<file path="src/rtl/softmax_normalizer.sv">
// Softmax normalizer: buffers N_ELEM exp words, sums them, then emits each element divided
// by the sum as an unsigned Q0.Q_W probability through a serial restoring divider.
module softmax_normalizer #(
    parameter int unsigned N_ELEM = 8,
    parameter int unsigned POS_W  = 5,
    parameter int unsigned MAN_W  = 16,
    parameter int unsigned Q_W    = 16
) (
    input  logic                   clk,
    input  logic                   rst_n,
    input  logic                   in_valid,
    output logic                   in_ready,
    input  logic [POS_W+MAN_W-1:0] in_exp,
    output logic                   out_valid,
    input  logic                   out_ready,
    output logic [Q_W-1:0]         out_prob,
    output logic                   out_last,
    output logic                   err_zero,
    output logic                   busy
);
    localparam int unsigned IN_W   = POS_W + MAN_W;
    localparam int unsigned FX_W   = MAN_W + (1 << POS_W) - 1;
    localparam int unsigned IDX_W  = $clog2(N_ELEM);
    localparam int unsigned ACC_W  = FX_W + IDX_W;
    localparam int unsigned ITER_W = $clog2(Q_W + 2);

    typedef enum logic [1:0] {StCollect, StDiv, StOutput} state_e;

    state_e            state_q;
    logic [IDX_W-1:0]  count_q;
    logic [IDX_W-1:0]  idx_q;
    logic [ITER_W-1:0] iter_q;
    logic [ACC_W-1:0]  acc_q;
    logic [ACC_W-1:0]  rem_q;
    logic [ACC_W-1:0]  rem_nx;
    logic [ACC_W:0]    rem_sh;
    logic [Q_W:0]      low_q;
    logic [Q_W-1:0]    quo_q;
    logic [Q_W:0]      quo_fin;
    logic              q_bit;
    logic [FX_W-1:0]   f_in;
    logic [FX_W-1:0]   f_idx;
    logic [IN_W-1:0]   buf_q [N_ELEM];

    function automatic logic [FX_W-1:0] decode(input logic [IN_W-1:0] w);
        return FX_W'(w[MAN_W-1:0]) << w[IN_W-1:MAN_W];
    endfunction

    always_comb begin
        f_in    = decode(in_exp);
        f_idx   = decode(buf_q[idx_q]);
        rem_sh  = {rem_q, low_q[Q_W]};
        q_bit   = rem_sh >= {1'b0, acc_q};
        rem_nx  = q_bit ? ACC_W'(rem_sh - {1'b0, acc_q}) : rem_sh[ACC_W-1:0];
        quo_fin = {quo_q, q_bit};
    end

    always_ff @(posedge clk) begin
        if (rst_n && state_q == StCollect && in_valid && in_ready) begin
            buf_q[count_q] <= in_exp;
        end
    end

    always_ff @(posedge clk) begin
        if (!rst_n) begin
            state_q   <= StCollect;
            count_q   <= '0;
            idx_q     <= '0;
            iter_q    <= '0;
            acc_q     <= '0;
            rem_q     <= '0;
            low_q     <= '0;
            quo_q     <= '0;
            in_ready  <= 1'b1;
            out_valid <= 1'b0;
            out_prob  <= '0;
            out_last  <= 1'b0;
            err_zero  <= 1'b0;
            busy      <= 1'b0;
        end else begin
            unique case (state_q)
                StCollect: begin
                    if (in_valid && in_ready) begin
                        acc_q   <= acc_q + ACC_W'(f_in);
                        count_q <= count_q + 1'b1;
                        if (count_q == IDX_W'(N_ELEM - 1)) begin
                            state_q  <= StDiv;
                            idx_q    <= '0;
                            iter_q   <= '0;
                            in_ready <= 1'b0;
                            busy     <= 1'b1;
                        end
                    end
                end
                StDiv: begin
                    iter_q <= iter_q + 1'b1;
                    if (iter_q == '0) begin
                        // F <= acc, so the dividend bits above the low Q_W+1 are already
                        // below the divisor; preload them and resolve only Q_W+1 bits.
                        rem_q <= ACC_W'(f_idx[FX_W-1:1]);
                        low_q <= {f_idx[0], Q_W'(0)};
                        quo_q <= '0;
                    end else begin
                        rem_q <= rem_nx;
                        low_q <= low_q << 1;
                        quo_q <= quo_fin[Q_W-1:0];
                        if (iter_q == ITER_W'(Q_W + 1)) begin
                            state_q   <= StOutput;
                            out_valid <= 1'b1;
                            out_last  <= (idx_q == IDX_W'(N_ELEM - 1));
                            err_zero  <= (acc_q == '0);
                            if (acc_q == '0) begin
                                out_prob <= '0;
                            end else if (quo_fin[Q_W]) begin
                                out_prob <= '1;
                            end else begin
                                out_prob <= quo_fin[Q_W-1:0];
                            end
                        end
                    end
                end
                StOutput: begin
                    if (out_ready) begin
                        out_valid <= 1'b0;
                        if (idx_q == IDX_W'(N_ELEM - 1)) begin
                            state_q  <= StCollect;
                            acc_q    <= '0;
                            count_q  <= '0;
                            err_zero <= 1'b0;
                            out_last <= 1'b0;
                            out_prob <= '0;
                            in_ready <= 1'b1;
                            busy     <= 1'b0;
                        end else begin
                            idx_q   <= idx_q + 1'b1;
                            iter_q  <= '0;
                            state_q <= StDiv;
                        end
                    end
                end
                default: state_q <= StCollect;
            endcase
        end
    end
endmodule

</file>
<file path="config.mk">
export PLATFORM = sky130hd
export DESIGN_NAME = softmax_normalizer
export DESIGN_NICKNAME = d
export VERILOG_FILES = /design/src/rtl/softmax_normalizer.sv
export SDC_FILE = /design/constraint.sdc
export NUM_CORES = 1
export LEC_CHECK = 0
export ABC_AREA = 1
export BUFFER_PORTS_ARGS = -buffer_cell sky130_fd_sc_hd__buf_2
export CORE_MARGIN = 2
export CORE_UTILIZATION = 45
export DETAILED_ROUTE_END_ITERATION = 12
export PLACE_DENSITY_LB_ADDON = 0.2
export REMOVE_ABC_BUFFERS = 1
export SYNTH_ARGS = -nofsm -noshare
export SYNTH_HDL_FRONTEND = slang
export SYNTH_SLANG_ARGS = --single-unit
</file>
<file path="constraint.sdc">
create_clock -name clk -period 3.9 [get_ports clk]
set_clock_uncertainty 0.15 [all_clocks]
set_input_delay 0.585 -clock clk [delete_from_list [all_inputs] [get_ports clk]]
set_output_delay 0.585 -clock clk [all_outputs]
set_load 0.01 [all_outputs]
</file>
## Word-level counts from Yosys, hierarchy flattened

Memories as Yosys holds them, arrays and structs flattened. A register that Yosys moved wholly into a read port is not among the register bits.
Index checks and enable logic that the tools add are counted.

- Flip-flop bits (word level): 167
- Memory bits (writable): 168
- Bits of input ports: 25
- Output and inout port bits: 21
- Logic and storage cells: 112
- Memories kept: 1

- $add $sub $neg: 5
- Order comparisons: 1
- Equal/unequal tests: 12
- Shifts and indexed selects: 2
- Multiplexer cells: 60
- Reduce and logical (&&, ||, !) cells: 17

Memory list:

| memory | depth | width | read ports | clocked after Yosys merged registers in | write ports | line | RTL |
|---|---|---|---|---|---|---|---|
| buf_q | 8 | 21 | 1 | 1 | 1 | 43 | `logic [IN_W-1:0] buf_q [N_ELEM];` |

Operators with widths:

| cell | count |
|---|---|
| 50-bit two-way mux | 5 |
| 16-bit two-way mux | 7 |
| 50-bit case mux with 2 select lines | 1 |
| 16-bit by 5-bit << shifter with 47-bit output | 2 |
| 51-bit by 50-bit greater-or-equal comparator with 1-bit output | 1 |
| 50-bit by 47-bit adder with 50-bit output | 1 |
| 50-bit zero test | 1 |
| 50-bit subtractor | 1 |
| 16-bit case mux with 2 select lines | 1 |
| 3-bit two-way mux | 9 |
| 5-bit AND reduction | 5 |
| 5-bit two-way mux | 4 |
| 1-bit two-way mux | 18 |
| 17-bit two-way mux | 1 |
| 5-bit case mux with 3 select lines | 1 |
| 3-bit case mux with 2 select lines | 2 |
| 2-bit two-way mux | 5 |
| 2-bit != test (second input constant) | 5 |
| 1-bit case mux with 2 select lines | 5 |
| 4-bit AND reduction | 2 |
| 3-bit by 1-bit adder with 3-bit output (second input constant) | 2 |
| 3-bit equality test (second input constant) | 2 |
| 2-bit case mux with 3 select lines | 1 |
| 5-bit by 1-bit adder with 5-bit output (second input constant) | 1 |
| 9 further kinds | 14 |

## Depth between registers and ports, before layout

- Depth in word-level cells: 6
- Mapped depth: 26
- Depth with buffers taken out: 26

## Least setup slack after synthesis

Ideal clock, no wire load.

- Path kind: in2reg
- From: in in_valid
- To: mem buf_q[4][0] in the netlist's numbering, enable pin
- Setup time: 425 ps
- Arrival time: 3,103 ps
- Required time: 3,325 ps
- Path slack: 222 ps
- Cell stages on the path: 7
- Buffers on the path: 1
- Cell sequence: nand2_1 > nor2_1 > inv_1 > clkbuf_1 > nor2_1 > nand2_1 > nor3_1

- Word-level cells in the longest chain between the ends: 4

RTL lines:

| item | line | RTL |
|---|---|---|
| start: declaration | 11 | `input logic in_valid,` |
| 1-bit logical AND (2 in series) | 59 | `if (rst_n && state_q == StCollect && in_valid && in_ready) begin` |
| 1-bit two-way mux | 59 |  |
| 1-bit two-way mux (implied by the code) | 60 | `buf_q[count_q] <= in_exp;` |
| end: declaration | 43 |  |

Every way passes these cells.

## Worst setup path in the final report

- From: in in_exp[16]
- To: reg acc_q[38]

- Word-level cells in the longest chain between the ends: 4

RTL lines:

| item | line | RTL |
|---|---|---|
| start: declaration | 13 | `input logic [POS_W+MAN_W-1:0] in_exp,` |
| 16-bit by 5-bit << shifter with 47-bit output | 46 | `return FX_W'(w[MAN_W-1:0]) << w[IN_W-1:MAN_W];` |
| 50-bit by 47-bit adder with 50-bit output | 84 | `acc_q <= acc_q + ACC_W'(f_in);` |
| 50-bit two-way mux | 83 | `if (in_valid && in_ready) begin` |
| 50-bit case mux with 2 select lines | 81 | `unique case (state_q)` |
| end signal: assignment | 84 |  |
| end: declaration | 33 | `logic [ACC_W-1:0] acc_q;` |

Every way passes these cells. The select of a mux whose other input is x is not followed.
A chain may end at the register's enable or synchronous reset.

==> impl_summary.txt <==
----------------------------------------------------
[Outcome]
  Outcome ... complete, no violations

[Setup path]
  Kind of critical path ... input port to flop
  Reg2Reg Depth ... 16
  Type of origin of the critical path ... input port
  Crit Path Max Fanout ... 13
  Setup slack of the worst register-to-register path ... 0.58 ns
  Critical R2R Capture ... rem_q[23]
  Kind of end point of the critical path ... flop
  Reg-to-reg critical path startpoint ... acc_q[15]
  Data arrival time of the worst path ... roughly 4.0 ns
  Data required time of the critical path ... around 4.2 ns

[Timing]
  Headroom to the max-slew limit ... 0.390
  Time the final worst path needs with I/O delays and setup ... roughly 3.7 ns
  Total negative slack for setup checks ... 0 ns
  Number of setup violations in the final report ... 0
  Final number of hold-violating endpoints ... 0
  Setup repair after global routing missed its margin ... yes
  Portion of the clock cycle consumed by the worst path in the final layout ... 0.955
  Fmax ... approximately 270 MHz
  Worst Max-Slew Pin Slew ... 0.912 ns
  Final max-slew violation count ... 0

[Drt]
  Per-cell via count in the routed design ... 5.33
  Initial DRT Pass Iterations ... 6
  Routed wire per std cell ... 17.9 um
  Number of DRC violations after detailed routing ... 0
  Drt total wl ... 83200 um
  Total via count after detailed routing ... ~25000
  Number of DRC markers in iteration 0 ... 2722
  Post-DRT Antenna Nets ... 0

[Clock network]
  Number of H-tree branching levels ... 2
  CTS sink cnt ... 322
  Clock-pin slew reported for the worst setup and hold paths after clock tree synthesis ... around 0.060 ns
  Hold Buf Count CTS ... 0
  Clock latency of the later-clocked register in the worst-skew pair ... 0.58 ns
  Number of buffers inserted during clock tree synthesis ... 38
  TritonCTS clock tree ... built
  Clk root buf ... sky130_fd_sc_hd__clkbuf_16
  CTS max path bufs ... 3

[Place]
  Final Wtd Congestion ... ~0.98
  # placed instances ... about 4600
  Detail Placement HPWL ... about 63000 um
  Total cell area at the placement stage ... 26400 um^2
  Count of port buffers added during placement ... 45

[Finish]
  Diode count ... 0
  Multi-input gate area ... 13100 um^2
  Number of nets in the layout ... ~4000
  FF/Latch Area ... 8130 um^2
  Share of final-layout standard cells stronger than drive strength 1 ... 0.106
  Synthesis-to-layout area growth ... 15.7%
  Post-layout instance count excluding filler cells ... roughly 4600
  Cell area after layout ... around 28000 um^2
  Final Util ... 0.526
  Filler Cell Count ... around 5400

[Floorplan]
  Number of placement rows ... between 80 and 90
  Horiz. Die Dim ... between 200 and 250 um
  Area of the die ... roughly 55000 um^2
  Floorplan Core Area ... 52400 um^2
  Number of top-level pins ... 46
  Die height ... between 200 and 250 um
  Initial cell density of the core ... 0.455

[Yosys]
  Cells after Synth ... between 3000 and 4000
  Sequential fraction of the synthesis area ... 0.341
  Area of the mapped netlist ... roughly 24000 um^2
  Register bit total from synthesis ... about 320
  Dominant register cell in the synthesized netlist ... sky130_fd_sc_hd__edfxtp_1
  Post-synth ARST share ... 0
  Cell variety after synth ... about 50
  Post-synth EDFFs ... about 170
  Post-synthesis average cell area ... 6.41 um^2
  Number of warnings issued by yosys ... 0

[Global route]
  Via count of the first global-routing pass ... 22900
  Initial antenna violation count ... 0
  GRT Total Usage ... 0.306
  Grt ovf ... 0
  Largest net degree at the start of global routing ... roughly 120
  Wire length of the first global-routing pass ... about 130000 um

[Power and ir drop]
  Worst supply voltage drop on vdd ... about 0.34 mV
  Pwr dens ... between 300 and 400 nW/um^2
  Total Power Consumption ... around 9500 uW
  Leak pwr ... roughly 0.013 uW

[Worst hold path]
  Instance count along the most critical hold path ... 1
  Hold wc startpoint ... in_exp[0]
  Hold Crit Endpoint ... buf_q[6][0]
  Path class of the lowest-slack min-delay path ... input port to flop

[Run]
  Maxcap violations ... 0

----------------------------------------------------
==> cells by family (layout without fill, tap and decap cells) <==
group | Yosys count | count (layout) | share of synthesized area
flip-flops | 322 | 322 | 0.341
AO/OA/AOI/OAI | 547 | 547 | 0.121
adder cells (fa/ha/maj) | 106 | 106 | 0.0562
multiplexers | 4 | 4 | 0.00168
AND/OR/NAND/NOR | 2027 | 2027 | 0.357
XOR/XNOR | 22 | 22 | 0.00808
buffers and inverters | 692 | 933 | 0.115
==> report_power, final <==
part | total [uW] | switching (uW) | internal, uW | leakage [uW]
registers | 3710 | 76.8 | 3630 | 0.00276
logic | 2430 | 1600 | 833 | 0.0100
clock network | 3320 | 1460 | 1860 | 0.000558
==> layer usage <==
layer | vias up | share of wire | GRT usage
met1 | 11200 | 0.46 | 0.448
li1 | 12500 | - | -
met3 | 155 | 0.083 | 0.0415
met2 | 946 | 0.42 | 0.464
met5 | - | 0 | 0
met4 | 0 | 0.033 | 0.0993
==> stage by stage <==
| stage | setup WS (ns) | hold slack (ns) |
|---|---|---|
| final | 0.175 | 0.0847 |
| after global routing | -0.0674 | 0.0750 |
| after CTS | 0.263 | 0.0552 |
| after detailed placement | -0.335 | 0.302 |
| after global placement | -0.315 | 0.299 |
| after floorplan | -0.707 | 0.300 |
==> registers in the layout, summed over array words and instances (netlist names), 2 cells and up, named ones only <==
signal / count
out_prob: 16
buf_q: 168
acc_q: 50
quo_q: 16
state_q: 2
iter_q: 5
idx_q: 3
rem_q: 50
count_q: 3
==> cell usage in the layout (no fill, tap or decap), types with 68 or more instances in the layout <==
master / instances
sky130_fd_sc_hd__nand4_1: 68
sky130_fd_sc_hd__nand2_1: 1163
sky130_fd_sc_hd__edfxtp_1: 168
sky130_fd_sc_hd__inv_1: 544
sky130_fd_sc_hd__nand3_1: 378
sky130_fd_sc_hd__ha_1: 104
sky130_fd_sc_hd__o21ai_0: 195
sky130_fd_sc_hd__a21oi_1: 268
sky130_fd_sc_hd__buf_4: 258
sky130_fd_sc_hd__dfxtp_1: 152
sky130_fd_sc_hd__nor2_1: 309
==> repair_timing <==
action	in CTS	in global routing
setup buffers	0	0
setup endpoints to repair	0	10
gates resized for setup	0	5
==> worst max-delay path by stage <==
stage / slack, ns / cells after the start / startpoint / to
final: 0.18 / 22 / in_exp[16] / acc_q[38]
after global routing: -0.07 / 21 / in_exp[16] / acc_q[34]
after CTS: 0.26 / 21 / in_exp[16] / acc_q[42]
after detailed placement: -0.33 / 21 / in_exp[16] / acc_q[42]
after global placement: -0.32 / 20 / in_exp[16] / acc_q[42]
after floorplan: -0.71 / 11 / flop / rem_q[27]
==> critical path, stage by stage <==
cell and delay (ns):
sky130_fd_sc_hd__buf_2 0.16, sky130_fd_sc_hd__buf_4 0.19, sky130_fd_sc_hd__nor2_1 0.19, sky130_fd_sc_hd__inv_1 0.06, sky130_fd_sc_hd__nor2_1 0.15, sky130_fd_sc_hd__inv_1 0.05, sky130_fd_sc_hd__nor2_1 0.13, sky130_fd_sc_hd__inv_1 0.07
sky130_fd_sc_hd__nor3_1 0.20, sky130_fd_sc_hd__ha_1 0.21, sky130_fd_sc_hd__inv_1 0.05, sky130_fd_sc_hd__fa_1 0.39, sky130_fd_sc_hd__o21ai_1 0.28, sky130_fd_sc_hd__a21oi_1 0.23, sky130_fd_sc_hd__o21ai_1 0.45, sky130_fd_sc_hd__nand2_1 0.11
sky130_fd_sc_hd__nand2_1 0.15, sky130_fd_sc_hd__nand2_1 0.09, sky130_fd_sc_hd__nand2_1 0.06, sky130_fd_sc_hd__nand2_1 0.04, sky130_fd_sc_hd__nand3_1 0.06, sky130_fd_sc_hd__a21oi_1 0.06
==> synth_stat cells, types with 10 or more instances <==
library cell / number / area [um^2]
sky130_fd_sc_hd__a21o_1: 10 / 75.1
sky130_fd_sc_hd__nand3_1: 378 / 1890
sky130_fd_sc_hd__a21oi_1: 268 / 1340
sky130_fd_sc_hd__o21ai_0: 196 / 981
sky130_fd_sc_hd__o21bai_1: 15 / 113
sky130_fd_sc_hd__nor3_1: 40 / 200
sky130_fd_sc_hd__clkbuf_1: 68 / 255
sky130_fd_sc_hd__dfxtp_1: 154 / 3080
sky130_fd_sc_hd__nor4_1: 16 / 100
sky130_fd_sc_hd__inv_1: 545 / 2050
sky130_fd_sc_hd__o21ai_1: 25 / 125
sky130_fd_sc_hd__buf_4: 22 / 165
sky130_fd_sc_hd__inv_2: 11 / 41.3
sky130_fd_sc_hd__or2_2: 12 / 75.1
sky130_fd_sc_hd__xnor2_1: 20 / 175
sky130_fd_sc_hd__nor2_1: 312 / 1170
sky130_fd_sc_hd__edfxtp_1: 168 / 5040
sky130_fd_sc_hd__buf_2: 34 / 170
sky130_fd_sc_hd__nand4_1: 68 / 425
sky130_fd_sc_hd__nand3b_1: 19 / 143
sky130_fd_sc_hd__ha_1: 104 / 1300
sky130_fd_sc_hd__nand2_1: 1163 / 4370
==> layout make-up <==
type	instances	share of cell area
Clock inverter	16	0.00435
Multi-Input combinational cell	2706	0.473
Sequential cell	322	0.295
Inverter	558	0.0761
Tap cell	688	0.0312
Timing Repair Buffer	311	0.0841
Clock buffer	48	0.0369
No activity file was read; power rests on OpenSTA's default activity.
